`src/rtl/core_pkg.sv`:
```
// Shared core definitions: opcode constants used by fetch and decode, fetch
// state encoding and instruction size.
package core_pkg;

  localparam logic [6:0] R_ALU  = 7'b0110011;
  localparam logic [6:0] I_ALU  = 7'b0010011;
  localparam logic [6:0] LOAD   = 7'b0000011;
  localparam logic [6:0] STORE  = 7'b0100011;
  localparam logic [6:0] BRANCH = 7'b1100011;
  localparam logic [6:0] JAL    = 7'b1101111;

  localparam int unsigned INST_BYTES = 4;

  localparam logic [1:0] ST_FETCH = 2'd0;
  localparam logic [1:0] ST_WAIT  = 2'd1;
  localparam logic [1:0] ST_HOLD  = 2'd2;
  localparam logic [1:0] ST_HALT  = 2'd3;

endpackage

```
`src/rtl/inst_fetch_pc_reg.sv`:
```
// Program counter: synchronous reset, word-aligned load and wrapping increment.
module pc_reg
  import core_pkg::*;
#(
  parameter int              XLEN     = 32,
  parameter logic [XLEN-1:0] RESET_PC = '0
) (
  input  logic            clk,
  input  logic            rst,
  input  logic            load,
  input  logic [XLEN-1:0] load_val,
  input  logic            inc,
  output logic [XLEN-1:0] pc
);

  localparam logic [XLEN-1:0] ALIGN_MASK = ~XLEN'(INST_BYTES - 1);
  localparam logic [XLEN-1:0] STEP       = XLEN'(INST_BYTES);

  // Load beats increment; the adder wraps naturally modulo 2^XLEN.
  always_ff @(posedge clk) begin
    if (rst) begin
      pc <= RESET_PC;
    end else if (load) begin
      pc <= load_val & ALIGN_MASK;
    end else if (inc) begin
      pc <= pc + STEP;
    end
  end

endmodule

```
`src/rtl/inst_fetch.sv`:
```
// Instruction fetch front end: owns the PC, issues one word read at a time,
// holds the fetched word for decode and halts on an illegal opcode.
module inst_fetch
  import core_pkg::*;
#(
  parameter int              XLEN     = 32,
  parameter logic [XLEN-1:0] RESET_PC = 32'h0000_0000
) (
  input  logic            clk,
  input  logic            rst,
  output logic            imem_req_valid,
  input  logic            imem_req_ready,
  output logic [XLEN-1:0] imem_req_addr,
  input  logic            imem_rsp_valid,
  input  logic [XLEN-1:0] imem_rsp_data,
  output logic            inst_valid,
  input  logic            inst_ready,
  output logic [XLEN-1:0] inst,
  output logic [XLEN-1:0] inst_pc,
  output logic [6:0]      opcode,
  input  logic            is_an_inst,
  input  logic            redirect_valid,
  input  logic [XLEN-1:0] redirect_pc,
  output logic            halted,
  output logic [XLEN-1:0] illegal_pc
);

  // Handshakes: a transfer happens in a cycle where valid && ready; a valid
  // source keeps its payload stable until that cycle (a redirect may retarget).

  logic [1:0]      state;
  logic            drop;
  logic [XLEN-1:0] pc;
  logic            pc_load;
  logic            pc_inc;
  logic            req_fire;

  assign imem_req_valid = (state == ST_FETCH) && !rst;
  assign imem_req_addr  = pc;
  assign req_fire       = imem_req_valid && imem_req_ready;
  assign opcode         = inst[6:0];

  always_comb begin
    pc_load = 1'b0;
    pc_inc  = 1'b0;
    case (state)
      ST_FETCH, ST_WAIT: pc_load = redirect_valid;
      ST_HOLD: begin
        pc_load = redirect_valid;
        pc_inc  = !redirect_valid && inst_valid && inst_ready && is_an_inst;
      end
      default: ;
    endcase
  end

  pc_reg #(
    .XLEN     (XLEN),
    .RESET_PC (RESET_PC)
  ) u_pc_reg (
    .clk      (clk),
    .rst      (rst),
    .load     (pc_load),
    .load_val (redirect_pc),
    .inc      (pc_inc),
    .pc       (pc)
  );

  always_ff @(posedge clk) begin
    if (rst) begin
      state      <= ST_FETCH;
      drop       <= 1'b0;
      inst_valid <= 1'b0;
      inst       <= '0;
      inst_pc    <= '0;
      halted     <= 1'b0;
      illegal_pc <= '0;
    end else begin
      case (state)
        ST_FETCH: begin
          // A redirect coinciding with acceptance makes the response stale.
          if (req_fire) begin
            state <= ST_WAIT;
            drop  <= redirect_valid;
          end
        end
        ST_WAIT: begin
          if (imem_rsp_valid) begin
            drop <= 1'b0;
            if (redirect_valid || drop) begin
              state <= ST_FETCH;
            end else begin
              inst       <= imem_rsp_data;
              inst_pc    <= pc;
              inst_valid <= 1'b1;
              state      <= ST_HOLD;
            end
          end else if (redirect_valid) begin
            drop <= 1'b1;
          end
        end
        ST_HOLD: begin
          if (redirect_valid) begin
            inst_valid <= 1'b0;
            state      <= ST_FETCH;
          end else if (inst_valid && inst_ready) begin
            inst_valid <= 1'b0;
            if (is_an_inst) begin
              state <= ST_FETCH;
            end else begin
              halted     <= 1'b1;
              illegal_pc <= inst_pc;
              state      <= ST_HALT;
            end
          end
        end
        default: ;
      endcase
    end
  end

endmodule

```
`config.mk`:
```
export PLATFORM = sky130hd
export DESIGN_NAME = inst_fetch
export DESIGN_NICKNAME = d
export VERILOG_FILES = /design/src/rtl/core_pkg.sv /design/src/rtl/inst_fetch_pc_reg.sv /design/src/rtl/inst_fetch.sv
export SDC_FILE = /design/constraint.sdc
export NUM_CORES = 1
export LEC_CHECK = 0
export ABC_AREA = 1
export CAP_MARGIN = 10
export CORE_AREA = 4 4 107 134
export DETAILED_ROUTE_END_ITERATION = 16
export DIE_AREA = 0 0 111 138
export GPL_TIMING_DRIVEN = 0
export PLACE_DENSITY_LB_ADDON = 0.25
export RECOVER_POWER = 100
export SLEW_MARGIN = 20
export SYNTH_ARGS = -nofsm -noshare
export SYNTH_HDL_FRONTEND = slang
export SYNTH_SLANG_ARGS = --single-unit
```
`constraint.sdc`:
```
create_clock -name clk -period 2.05 [get_ports clk]
set_clock_uncertainty 0.2 [all_clocks]
set_input_delay 0.615 -clock clk [delete_from_list [all_inputs] [get_ports clk]]
set_output_delay 0.615 -clock clk [all_outputs]
set_load 0.005 [all_outputs]
```
==> Word-level counts from Yosys, hierarchy flattened <==
Index checks and enable logic that the tools add are counted.
{ "word_totals": {"register_bits": 133, "in_bits": 71, "output_inout_bits": 138, "wordCells": 61} }
{ "classes": {"add_sub_neg": 1, "eq_ne": 7, "muxes": 20, "bitwise": 3, "n_reduce_logical": 21} }
{ "op_table": {"columns": ["operator", "n"], "rows": [
  ["32-bit 2-to-1 mux", 2],
  ["32-bit by 3-bit adder with 32-bit output, second input constant", 1],
  ["2-bit 2-to-1 mux", 6],
  ["4-bit AND reduction", 3],
  ["1-bit 2-to-1 mux", 9],
  ["1-bit logical AND", 6],
  ["2-bit inequality test, second input constant", 3],
  ["3-bit inequality test, second input constant", 2],
  ["2-bit case mux with 3 select lines", 1],
  ["3-bit AND reduction", 2],
  ["2-bit nonzero test", 3],
  ["1-bit case mux with 2 select lines", 2],
  ["1-bit inverter", 3],
  ["3-bit nonzero test", 1],
  ["3-bit OR reduction", 1],
  ["2-bit by 1-bit == test with 1-bit output, second input constant", 1],
  ["2-bit == test, second input constant", 1],
  ["1-bit zero test", 2],
  ["2-bit zero test", 1],
  ["2-bit OR reduction", 1],
  ["1-bit logical OR", 1]
]} }

==> Logic depth before layout (Yosys ltp) <==
{ "depth": {"ltp_word": 7, "mapped_depth": 13, "depth_no_buf": 12} }

==> By module <==
A second synthesis with hierarchy kept.
{ "unflattened": {"hier_cells": 818, "area_unflattened_um2": 5954.5} }
{ "modules_own_cells": {"columns": ["module", "n_inst", "cells_each", "area_per_inst_um2", "seq_area_each_um2"], "rows": [
  ["inst_fetch", 1, 492, 3853.7, 2021.9],
  ["pc_reg", 1, 326, 2100.8, 600.6]
]} }

==> Least setup slack after synthesis <==
OpenSTA, ideal clock, no wires.
{ "synth_timing": {"path_type": "input port to output port", "from": "input port rst", "to": "output port imem_req_valid", "arrival_ns": 1.110, "required_time_ns": 1.235, "slack_ns": 0.125, "cell_stages": 3, "path_buffers": 2, "cell_sequence": "buf_2 > clkbuf_1 > nor2_1"} }
{ "synth_between": {"elab_chain_len": 2} }
{ "synth_lines": {"columns": ["element", "line_no", "text"], "rows": [
  ["start, declared", "inst_fetch.sv:10", "input logic rst,"],
  ["1-bit zero test", "inst_fetch.sv:38", "assign imem_req_valid = (state == ST_FETCH) && !rst;"],
  ["1-bit logical AND", "inst_fetch.sv:38", null],
  ["end, declared", "inst_fetch.sv:11", "output logic imem_req_valid,"]
]} }
Every way passes these cells.

==> Final worst setup path <==
{ "layout_timing": {"from": "register state[1]", "to": "output port imem_req_valid"} }
{ "layout_between": {"elab_chain_len": 2} }
{ "layout_lines": {"columns": ["element", "line_no", "text"], "rows": [
  ["start, declared", "inst_fetch.sv:31", "logic [1:0] state;"],
  ["start signal, assigned", "inst_fetch.sv:70", "state <= ST_FETCH;"],
  ["start signal, assigned", "inst_fetch.sv:82", "state <= ST_WAIT;"],
  ["start signal, assigned", "inst_fetch.sv:90", "state <= ST_FETCH;"],
  ["2-bit zero test", "inst_fetch.sv:38", null],
  ["1-bit logical AND", "inst_fetch.sv:38", null]
]} }
Every way passes these cells.

==> flow_summary_export.csv <==
group,metric,value,unit
setup_path,crit_path_start_kind,"register",
grt,grt_max_degree,17,
route,antenna_left,0,
clock_tree,clkLatencyLatePin,410,ps
finish,largest_reg_flops,32,
outcome,outcome,"complete, no violations",
timing,fmax,498.8,MHz
yosys,yosys.area_share.adder,0.01079,
yosys,synth_simple_gate_area_frac,0.2241,
yosys,syn_inst,817,
route,avgRoutedWirePerCell,15.51,µm
setup_path,cp.buffers_inverters,3,
setup_path,crit_start,"state[1]",
yosys,ys_warn_count,0,
yosys,synth.cell_area,0.005801,mm²
clock_tree,clock-sinks,127,
finish,top_register,"inst",
timing,timing.final.max_slew_violations,0,
timing,slew-limit-headroom,0.6078,
yosys,synth_seq_cells,127,
route,drt-vias-per-instance,5.073,
placement,place_congestion,0.9577,
hold_path,worstHoldPathCells,2,
grt,overflow,0,
finish,fin_nets,1136,
placement,dp_hpwl,14170,µm
floorplanning,dieHeight,138,µm
finish,final_core_util,0.6633,
clock_tree,clk_pin_slew,60,ps
floorplanning,initial_core_util,0.4423,
floorplanning,die_area,0.01532,mm²
setup_path,r2r_cells,9,
clock_tree,cts_buffer_depth,2,
route,drtPass1Iterations,5,
setup_path,worst_path_most_repeated_cell,"inv_2",
finish,drive_gt1_frac,0.1250,
grt,grt_first_pass_wirelength,30620,µm
setup_path,worstPathRequired,1230,ps
placement,placed_cells,1192,
finish,area_growth,49.96,%
route,num_vias,6311,
grt,grt_pass1_vias,5977,
setup_path,timing.rr.start,"state[0]",
finish,fill_cells,1208,
grt,antenna_found_initial,1,
finish,fin_cells,1244,
hold_path,hp-class,"register to register",
power,p_per_area,885.0,mW/mm²
clock_tree,hold_buffers,0,
timing,finalCritPeriodShare,0.9780,
floorplanning,ios,209,
placement,dpl_worst_slack,-736.1,ps
floorplanning,rows,47,
setup_path,slowest_stage,"dfxtp_2",
yosys,synth_cell_types,34,
run,cap_violations,0,
placement,portBuffers,199,
setup_path,critPathMaxFanout,3,
timing,hold_viol_final,0,
setup_path,cp_top_family,"flip-flops",
route,dr.first_iter.drc_count,545,
clock_tree,cts_tree,"yes",
clock_tree,cts_root_buf,"clkbuf_16",
setup_path,crit_chain,"inv_2 > ha_4 > inv_2 > nor2_1 > buf_2",
power,p_leak,0.003983,µW
yosys,synth_edf_count,0,
route,drt-total-wl,19300,µm
setup_path,crit_arrival,1190,ps
yosys,synth-compound-area-share,0.2049,
yosys,synth_xor_area_frac,0.001510,
yosys,async_flop_share,0,
hold_path,hold_start,"inst[8]",
yosys,synth_top_family_by_area,"simple AND/OR/NAND/NOR gates",
power,peakVddDrop,0.0003776,V
setup_path,slowest_delay,340,ps
setup_path,cp_num_cells,5,
yosys,yosys-mux-area-fraction,0,
grt,grt_usage,0.2453,
setup_path,path_class,"register to output port",
clock_tree,numCtsBuffers,17,
floorplanning,coreArea,0.01311,mm²
setup_path,end_kind,"output port",
clock_tree,cts-htree-levels,4,
timing,setup_ws,45.17,ps
yosys,syn_avg_cell_area,7.100,µm²
timing,min_period,2005,ps
yosys,synth-main-ff-cell,"dfxtp_1",
route,route.detailed.drc,0,
timing,tightest_slew,588.3,ps
yosys,ys_seq_area_frac,0.4383,
floorplanning,die_x,111,µm
timing,setup_viol,0,
cell families (layout without fill, tap and decap cells):
family	count (synthesis)	count (layout)
AOI/OAI and AO/OA	228	228
xor gates and xnor gates	1	1
adders and majority gates	5	5
buffers and inverters	159	409
DFF	127	127
other	1	7
and+or+nand+nor	296	296
tightest hold or removal path, delay by kind of cell (launching register included):
kind / cells / cell delay (ps)
flip-flops: 1 / 300
AO/OA/AOI/OAI: 1 / 50
buffers and inverters: 1 / 40
per-stage QoR:
stage / hold WS [ps] / TNS (ps) / total power (µW) / area, µm²
global route: 254.1 / -11.64 / 8084 / 8698
detailed placement: 234.7 / -70440 / 4737 / 8025
finish: 239.7 / 0 / 7698 / 8698
CTS: 241.0 / 0 / 7711 / 8725
global placement: 230.4 / -66820 / 4707 / 8025
floorplan: 239.3 / 0 / 3818 / 5819
per-layer routing:
layer,global-route usage,share of wire,vias to the layer above
li1,-,-,3142
met1,0.2875,0.41,2846
met2,0.4357,0.50,279
met3,0.05420,0.062,44
met4,0.09274,0.027,0
met5,0,0,-
Yosys cell counts, types with 2 or more instances:
| library cell | number | area, µm² |
|---|---|---|
| a211oi_1 | 2 | 15.01 |
| a21oi_1 | 111 | 555.5 |
| a21oi_2 | 2 | 17.52 |
| a31oi_1 | 7 | 43.79 |
| buf_2 | 25 | 125.1 |
| buf_4 | 15 | 112.6 |
| clkbuf_1 | 15 | 56.30 |
| dfxtp_1 | 127 | 2542 |
| ha_1 | 5 | 62.56 |
| inv_1 | 99 | 371.6 |
| inv_2 | 2 | 7.510 |
| nand2_1 | 143 | 536.8 |
| nand2_2 | 2 | 12.51 |
| nand3_1 | 52 | 260.3 |
| nand3_2 | 2 | 20.02 |
| nand4_1 | 2 | 12.51 |
| nor2_1 | 76 | 285.3 |
| nor2_2 | 4 | 25.02 |
| nor2_4 | 8 | 90.09 |
| nor3_1 | 4 | 20.02 |
| o211ai_1 | 7 | 52.55 |
| o21ai_0 | 87 | 435.4 |
| o21ai_1 | 9 | 45.04 |
power breakdown:
part | total, µW | internal, µW | switching [µW]
Clock | 3050 | 1940 | 1110
Sequential | 2930 | 2740 | 187
Combinational | 1730 | 797 | 929
Total | 7700 | 5480 | 2220
repair_timing:
action	in CTS	in global routing
gates resized for setup	215	12
setup buffers	16	4
pin swaps	0	1
setup endpoints to repair	248	33
path summary, 6_finish.rpt:
path                     endpoint  slack, ps
setup reg to reg  u_pc_reg.pc[31]        140
hold / removal            inst[8]        240
hold reg to reg           inst[8]        240
setup / recovery   imem_req_valid         50
cell type report:
type | instances | area [µm²] | area share
Buffer | 57 | 330.3 | 0.03797
Antenna cell | 1 | 2.502 | 0.0002877
Sequential cell | 127 | 2547 | 0.2929
Clock inverter | 13 | 162.7 | 0.01870
Multi-Input combinational cell | 536 | 2635 | 0.3029
Timing Repair Buffer | 219 | 1984 | 0.2281
Tap cell | 171 | 214.0 | 0.02460
Inverter | 102 | 382.9 | 0.04402
Clock buffer | 18 | 439.2 | 0.05049
placed cells by master, fill, tap and decap left out, types with 12 or more instances in the layout:
cell / Yosys / layout
nand2_1: 143 / 142
dlygate4sd2_1: 0 / 132
dfxtp_1: 127 / 123
a21oi_1: 111 / 111
inv_1: 99 / 96
o21ai_0: 87 / 86
nor2_1: 76 / 74
clkdlybuf4s50_1: 0 / 65
nand3_1: 52 / 51
buf_4: 15 / 27
clkbuf_16: 0 / 17
buf_2: 25 / 13
clkbuf_2: 1 / 13
clkbuf_1: 15 / 12
Power figures use the tool's default switching activity.
